<file path="config.mk">
export PLATFORM = sky130hd
export DESIGN_NAME = sram_like_arbiter_flat
export DESIGN_NICKNAME = d
export VERILOG_FILES = /design/src/rtl/sram_like_arbiter_if.sv /design/src/rtl/sram_like_arbiter.sv /design/src/flat_wrapper.sv
export SDC_FILE = /design/constraint.sdc
export NUM_CORES = 1
export LEC_CHECK = 0
export BUFFER_PORTS_ARGS = -buffer_cell sky130_fd_sc_hd__clkbuf_2
export CAP_MARGIN = 15
export CORE_AREA = 3 3 118 120
export DETAILED_ROUTE_END_ITERATION = 10
export DIE_AREA = 0 0 121 123
export GPL_ROUTABILITY_DRIVEN = 1
export GPL_TIMING_DRIVEN = 0
export PLACE_DENSITY_LB_ADDON = 0.08
export SLEW_MARGIN = 15
export SYNTH_ARGS = -nofsm -noshare
export SYNTH_HDL_FRONTEND = slang
export SYNTH_SLANG_ARGS = --single-unit
</file>
<file path="constraint.sdc">
create_clock -name clk -period 4.36 [get_ports clk]
set_clock_uncertainty 0.05 [all_clocks]
set_input_delay 0.872 -clock clk [delete_from_list [all_inputs] [get_ports clk]]
set_output_delay 0.872 -clock clk [all_outputs]
set_load 0.02 [all_outputs]
</file>
<file path="src/rtl/sram_like_arbiter_if.sv">
// SRAM-like bus channel: one request phase (req/addr_ok) and one
// response phase (data_ok/rdata). The same interface describes the two
// CPU-side requesters and the single memory-side port.
//   master modport : the side that issues requests
//   slave  modport : the side that accepts requests and returns responses
interface sram_like_arbiter_if #(
  parameter int ADDR_W = 32,
  parameter int DATA_W = 32
);
  logic              req;
  logic              wr;
  logic [1:0]        size;
  logic [ADDR_W-1:0] addr;
  logic [DATA_W-1:0] wdata;
  logic              addr_ok;
  logic              data_ok;
  logic [DATA_W-1:0] rdata;

  modport master (
    output req, wr, size, addr, wdata,
    input  addr_ok, data_ok, rdata
  );

  modport slave (
    input  req, wr, size, addr, wdata,
    output addr_ok, data_ok, rdata
  );
endinterface

</file>
<file path="src/rtl/sram_like_arbiter.sv">
// Two-requester to one-port arbiter for the SRAM-like bus.
// The instruction fetch side (i_bus) and the load/store side (d_bus) share
// one memory port (m_bus). One request is accepted in IDLE, latched, issued
// on the memory port and its response is routed back to the owner. Only one
// transaction is ever outstanding.
//
// Build option:
//   ARB_RR_EN  - when defined, simultaneous requests are granted round-robin
//                using last_grant (reset value I, so D wins the first tie).
//                When undefined, D always has priority over I.
module sram_like_arbiter #(
  parameter int ADDR_W = 32,
  parameter int DATA_W = 32
) (
  input  logic                clk,
  input  logic                reset,
  sram_like_arbiter_if.slave  i_bus,
  sram_like_arbiter_if.slave  d_bus,
  sram_like_arbiter_if.master m_bus
);

  typedef enum logic [1:0] {
    ST_IDLE  = 2'd0,
    ST_ISSUE = 2'd1,
    ST_WAIT  = 2'd2
  } state_e;

  localparam logic OWNER_I = 1'b0;
  localparam logic OWNER_D = 1'b1;

  // Architectural state
  state_e            state_q;
  logic              owner_q;
  logic              wr_q;
  logic [1:0]        size_q;
  logic [ADDR_W-1:0] addr_q;
  logic [DATA_W-1:0] wdata_q;
  logic              m_req_q;
  // High during reset and for the first cycle after it, so no request is
  // acknowledged before the slave side has also left reset.
  logic              rst_dly_q;
`ifdef ARB_RR_EN
  logic              last_grant_q;
`endif

  // Arbitration and request selection
  logic              grant_d;
  logic              grant_i;
  logic              accept_en;
  logic              take_req;
  logic              resp_en;
  logic              sel_wr;
  logic [1:0]        sel_size;
  logic [ADDR_W-1:0] sel_addr;
  logic [DATA_W-1:0] sel_wdata;

  // Pick which requester wins this cycle (only meaningful in IDLE).
  always_comb begin
    grant_d = 1'b0;
    grant_i = 1'b0;
`ifdef ARB_RR_EN
    if (d_bus.req && i_bus.req) begin
      // Tie: give the port to whoever did not get it last time.
      grant_d = (last_grant_q == OWNER_I);
      grant_i = (last_grant_q == OWNER_D);
    end else begin
      grant_d = d_bus.req;
      grant_i = i_bus.req;
    end
`else
    if (d_bus.req) begin
      grant_d = 1'b1;
      grant_i = 1'b0;
    end else begin
      grant_d = 1'b0;
      grant_i = i_bus.req;
    end
`endif
  end

  // Mux the winning requester's fields for latching.
  always_comb begin
    sel_wr    = 1'b0;
    sel_size  = 2'd0;
    sel_addr  = '0;
    sel_wdata = '0;
    if (grant_d) begin
      sel_wr    = d_bus.wr;
      sel_size  = d_bus.size;
      sel_addr  = d_bus.addr;
      sel_wdata = d_bus.wdata;
    end else begin
      sel_wr    = i_bus.wr;
      sel_size  = i_bus.size;
      sel_addr  = i_bus.addr;
      sel_wdata = i_bus.wdata;
    end
  end

  // Accept is only possible in IDLE and outside the reset window.
  assign accept_en = (state_q == ST_IDLE) & ~reset & ~rst_dly_q;
  assign take_req  = accept_en & (grant_d | grant_i);

  // A response is only honoured while waiting for it; stray data_ok elsewhere
  // is dropped.
  assign resp_en   = (state_q == ST_WAIT) & m_bus.data_ok & ~reset;

  // Requester-side handshakes
  assign d_bus.addr_ok = accept_en & grant_d;
  assign i_bus.addr_ok = accept_en & grant_i;
  assign d_bus.data_ok = resp_en & (owner_q == OWNER_D);
  assign i_bus.data_ok = resp_en & (owner_q == OWNER_I);

  // Read data is broadcast; the consumer qualifies it with its data_ok.
  assign d_bus.rdata   = m_bus.rdata;
  assign i_bus.rdata   = m_bus.rdata;

  // Memory-side request straight from registers, stable while stalled.
  assign m_bus.req     = m_req_q;
  assign m_bus.wr      = wr_q;
  assign m_bus.size    = size_q;
  assign m_bus.addr    = addr_q;
  assign m_bus.wdata   = wdata_q;

  // Transaction FSM: latch in IDLE, present in ISSUE, await response in WAIT.
  always_ff @(posedge clk) begin
    if (reset) begin
      state_q      <= ST_IDLE;
      owner_q      <= OWNER_I;
      wr_q         <= 1'b0;
      size_q       <= 2'd0;
      addr_q       <= '0;
      wdata_q      <= '0;
      m_req_q      <= 1'b0;
      rst_dly_q    <= 1'b1;
`ifdef ARB_RR_EN
      last_grant_q <= OWNER_I;
`endif
    end else begin
      rst_dly_q <= 1'b0;
      case (state_q)
        ST_IDLE: begin
          if (take_req) begin
            owner_q      <= grant_d ? OWNER_D : OWNER_I;
            wr_q         <= sel_wr;
            size_q       <= sel_size;
            addr_q       <= sel_addr;
            wdata_q      <= sel_wdata;
            m_req_q      <= 1'b1;
            state_q      <= ST_ISSUE;
`ifdef ARB_RR_EN
            last_grant_q <= grant_d ? OWNER_D : OWNER_I;
`endif
          end
        end
        ST_ISSUE: begin
          // Hold the latched request until the slave takes it.
          if (m_bus.addr_ok) begin
            m_req_q <= 1'b0;
            state_q <= ST_WAIT;
          end
        end
        ST_WAIT: begin
          if (m_bus.data_ok) begin
            state_q <= ST_IDLE;
          end
        end
        default: begin
          m_req_q <= 1'b0;
          state_q <= ST_IDLE;
        end
      endcase
    end
  end

endmodule

</file>
<file path="src/flat_wrapper.sv">
// flat-port wrapper written by rule: the top's interface ports become plain ports
module sram_like_arbiter_flat 
#(
  parameter int ADDR_W = 32,
  parameter int DATA_W = 32
)
  (clk, reset, i_bus_req, i_bus_wr, i_bus_size, i_bus_addr, i_bus_wdata, i_bus_addr_ok, i_bus_data_ok, i_bus_rdata, d_bus_req, d_bus_wr, d_bus_size, d_bus_addr, d_bus_wdata, d_bus_addr_ok, d_bus_data_ok, d_bus_rdata, m_bus_req, m_bus_wr, m_bus_size, m_bus_addr, m_bus_wdata, m_bus_addr_ok, m_bus_data_ok, m_bus_rdata);
  sram_like_arbiter_if #(.ADDR_W(ADDR_W), .DATA_W(DATA_W)) i_bus_i ();
  sram_like_arbiter_if #(.ADDR_W(ADDR_W), .DATA_W(DATA_W)) d_bus_i ();
  sram_like_arbiter_if #(.ADDR_W(ADDR_W), .DATA_W(DATA_W)) m_bus_i ();
  input  logic clk;
  input  logic reset;
  input wire logic [$bits(i_bus_i.req)-1:0] i_bus_req;
  input wire logic [$bits(i_bus_i.wr)-1:0] i_bus_wr;
  input wire logic [$bits(i_bus_i.size)-1:0] i_bus_size;
  input wire logic [$bits(i_bus_i.addr)-1:0] i_bus_addr;
  input wire logic [$bits(i_bus_i.wdata)-1:0] i_bus_wdata;
  output wire logic [$bits(i_bus_i.addr_ok)-1:0] i_bus_addr_ok;
  output wire logic [$bits(i_bus_i.data_ok)-1:0] i_bus_data_ok;
  output wire logic [$bits(i_bus_i.rdata)-1:0] i_bus_rdata;
  input wire logic [$bits(d_bus_i.req)-1:0] d_bus_req;
  input wire logic [$bits(d_bus_i.wr)-1:0] d_bus_wr;
  input wire logic [$bits(d_bus_i.size)-1:0] d_bus_size;
  input wire logic [$bits(d_bus_i.addr)-1:0] d_bus_addr;
  input wire logic [$bits(d_bus_i.wdata)-1:0] d_bus_wdata;
  output wire logic [$bits(d_bus_i.addr_ok)-1:0] d_bus_addr_ok;
  output wire logic [$bits(d_bus_i.data_ok)-1:0] d_bus_data_ok;
  output wire logic [$bits(d_bus_i.rdata)-1:0] d_bus_rdata;
  output wire logic [$bits(m_bus_i.req)-1:0] m_bus_req;
  output wire logic [$bits(m_bus_i.wr)-1:0] m_bus_wr;
  output wire logic [$bits(m_bus_i.size)-1:0] m_bus_size;
  output wire logic [$bits(m_bus_i.addr)-1:0] m_bus_addr;
  output wire logic [$bits(m_bus_i.wdata)-1:0] m_bus_wdata;
  input wire logic [$bits(m_bus_i.addr_ok)-1:0] m_bus_addr_ok;
  input wire logic [$bits(m_bus_i.data_ok)-1:0] m_bus_data_ok;
  input wire logic [$bits(m_bus_i.rdata)-1:0] m_bus_rdata;
  assign i_bus_i.req = i_bus_req;
  assign i_bus_i.wr = i_bus_wr;
  assign i_bus_i.size = i_bus_size;
  assign i_bus_i.addr = i_bus_addr;
  assign i_bus_i.wdata = i_bus_wdata;
  assign i_bus_addr_ok = i_bus_i.addr_ok;
  assign i_bus_data_ok = i_bus_i.data_ok;
  assign i_bus_rdata = i_bus_i.rdata;
  assign d_bus_i.req = d_bus_req;
  assign d_bus_i.wr = d_bus_wr;
  assign d_bus_i.size = d_bus_size;
  assign d_bus_i.addr = d_bus_addr;
  assign d_bus_i.wdata = d_bus_wdata;
  assign d_bus_addr_ok = d_bus_i.addr_ok;
  assign d_bus_data_ok = d_bus_i.data_ok;
  assign d_bus_rdata = d_bus_i.rdata;
  assign m_bus_req = m_bus_i.req;
  assign m_bus_wr = m_bus_i.wr;
  assign m_bus_size = m_bus_i.size;
  assign m_bus_addr = m_bus_i.addr;
  assign m_bus_wdata = m_bus_i.wdata;
  assign m_bus_i.addr_ok = m_bus_addr_ok;
  assign m_bus_i.data_ok = m_bus_data_ok;
  assign m_bus_i.rdata = m_bus_rdata;
  sram_like_arbiter #(.ADDR_W(ADDR_W), .DATA_W(DATA_W)) u_core (.clk(clk), .reset(reset), .i_bus(i_bus_i), .d_bus(d_bus_i), .m_bus(m_bus_i));
endmodule
</file>
==> flow_metrics.tcl <==
set metrics [dict create \
    finalCriticalPeriod_ns 3.57 \
    core_sq_mm 0.0131 \
    p_clk_share_pct 41.4 \
    fmax_ghz 0.280 \
    grt_pass1_vias 3690 \
    pwr-share-comb_pct 23.6 \
    ys_async_sr_fraction_pct 0 \
    die_h_microns 123 \
    yosysMostFrequentCell "dfxtp_1" \
    p_sw_uw 576 \
    relSlewSlack_pct 51.7 \
    pwr-share-seq_pct 35.0 \
    synthDistinctLibCells 24 \
    diodes 0 \
    worstPathRequired_ns 3.44 \
    placed_cell_area_sq_mm 0.00551 \
    drv_cap 0 \
    multiInputGateArea_sq_mm 0.00179 \
    grt_max_degree 13 \
    cellPowerDensity_mw_per_mm2 355 \
    critPathArrivalTime_ns 2.65 \
    hold_violations 0 \
    crit_path_end_kind "primary output" \
    cts_inserted_buffers 9 \
    areaGrowthSynthToFinish_pct 49.7 \
    path_clk_slew_ns 0.05 \
    static-leakage-power_uw 0.00294 \
    hold_buffers 0 \
    yosys.area.top_type "dfxtp_1" \
    via_per_inst 4.47 \
    ir_drop_uv 182 \
    fin_area_sq_mm 0.00586 \
    synth_edf_count 0 \
    cp-start-kind "primary input" \
    drive_gt1_share_pct 58.6 \
    place.gp.congestion 0.701 \
    yosys_warnings 0 \
    dpl.hpwl_microns 10500 \
    initial_core_util_pct 29.9 \
    synthFlopType "dfxtp_1" \
    htreeDepth 3 \
    io_pins 308 \
    drt_first_pass_iters 4 \
    worstSetupPathType "primary input to primary output" \
    synthCells 399 \
    hold_class "flip-flop to flip-flop" \
    synthTopCellsByArea "dfxtp_1 37%, mux2i_1 17%, buf_4 12%" \
    die-width_microns 121 \
    drt_iter0_markers 106 \
    synth_top_area_share_pct 36.8 \
    power.share.switching_pct 27.7 \
    yosys-top-cells-count "72 x dfxtp_1, 70 x a21oi_1, 67 x mux2i_1, 64 x buf_4, 37 x a211oi_1" \
    grt_pass1_wl_microns 19300 \
    post_cts_resize_count 0 \
    grt_usage_pct 16.4 \
    ys_ff_latch 72 \
    netlist_area_sq_mm 0.00392 \
    finalSetupTns_ns 0 \
    grt_antenna_before_repair 0 \
    yosysSeqAreaShare_pct 36.8 \
    tightest_slew_ns 0.725 \
    drt_wl_total_microns 13100 \
    period_share_pct 82.0 \
    crit_fanout 10 \
    tritoncts "yes" \
    routedWlPerCell_microns 15.1 \
    drc_errors 0 \
    dieArea_sq_mm 0.0149 \
    r2r_setup_slack_ns 2.37 \
    regArea_sq_mm 0.00144 \
    ant_nets 0 \
    synth_fp_nets 571 \
    status "completed" \
    fillers 1312 \
    clock_latency_ns 0.32 \
    rsz0062_at_grt "no" \
    num-nets-final 856 \
    overflow 0 \
    root_buffer "clkbuf_16" \
    synth_area_per_cell_sq_um 9.82 \
    num_vias 3870 \
    clock_sinks 72 \
    drv_slew 0 \
    p_int_uw 1510 \
    port_buffers 274 \
    ctsLongestPathBuffers 2 \
    report.final.setup_viol 0 \
    postCtsSetupBuffers 0 \
    rows 42 \
]
## power groups by stage
stage	sequential, uW	combinational, uW	clock (uW)
after floorplan	794	261	0
after global placement	742	494	0
after detailed placement	742	502	0
after CTS	728	502	887
after global routing	734	539	916
final	729	493	861
## critical path: stages
cell and delay [ns]:
clkbuf_2 0.09, clkbuf_1 0.30, nor4_4 0.59, clkbuf_1 0.41
and3b_1 0.22, clkbuf_2 0.17
## state kept, by name, indices dropped and copies added, names as in the netlist
register	flops
u_core.state_q	2
u_core.m_bus.size	2
u_core.owner_q	1
u_core.m_bus.wdata	32
u_core.m_bus.req	1
u_core.m_bus.wr	1
u_core.m_bus.addr	32
u_core.rst_dly_q	1
## area by class of cell
cell class                 instances  share of cell area, %
multi-input combinational        222                   30.6
sequential                        72                   24.6
timing repair buffer             274                   23.4
buffer                           104                   11.6
clock buffer                      11                   4.31
tap                              176                   3.76
clock inverter                     5                   1.75
inverter                           1                 0.0640
## routing by layer
metal	GRT usage [%]	wire, microns	share of wire (%)	up-vias
met5	0	0	0	-
met4	4.89	133	1.0	0
met3	3.66	1080	8.3	11
met2	28.8	6610	51	175
met1	20.0	5220	40	1715
li1	-	-	-	1969
## worst paths after layout
path	from	endpoint	depth (start not counted)
worst max-delay path	reset	i_bus_addr_ok	6
worst min-delay path	u_core.m_bus.req	u_core.m_bus.req	2
worst max register to register	u_core.state_q[0]	u_core.m_bus.size[0]	7
worst min register to register	u_core.m_bus.req	u_core.m_bus.req	2
## cell families after synthesis
kind of cell	count (synthesis)	synth area share, %
buffers and inverters	105	17.4
AOI/OAI and AO/OA	139	26.0
DFF	72	36.8
and+or+nand+nor	16	2.71
muxes	67	17.1
## stage by stage
stage          hold slack, ns  cells  total power, uW  setup WS (ns)  util (%)
2_1_floorplan           0.415    399             1050           1.45         -
3_3_place_gp            0.410    849             1240          0.699      42.1
3_5_place_dp            0.425    849             1240          0.699      42.1
4_1_cts                 0.433    865             2120          0.684      44.8
5_1_grt                 0.471    865             2190          0.609      44.8
6_report                0.427    865             2080          0.786      44.8
## cells in the final DEF (no fill, tap or decap)
cell type   count
clkbuf_2      274
dfxtp_1        72
a21oi_1        70
mux2i_1        67
buf_4          64
a211oi_1       37
a211oi_2       30
clkbuf_1       21
buf_2          14
clkbuf_16       9
buf_6           4
nand2_1         4
bufinv_16       3
and2_1          2
nor3_1          2
clkbuf_8        2
nor4_4          1
and3b_1         1
inv_2           1
nand3_1         1
nor3b_1         1
or2_1           1
buf_1           1
or3b_1          1
nand3b_1        1
o21ai_0         1
nor2_1          1
a31o_1          1
clkinv_2        1
clkinvlp_4      1
No activity file was read; power rests on OpenSTA's default activity.
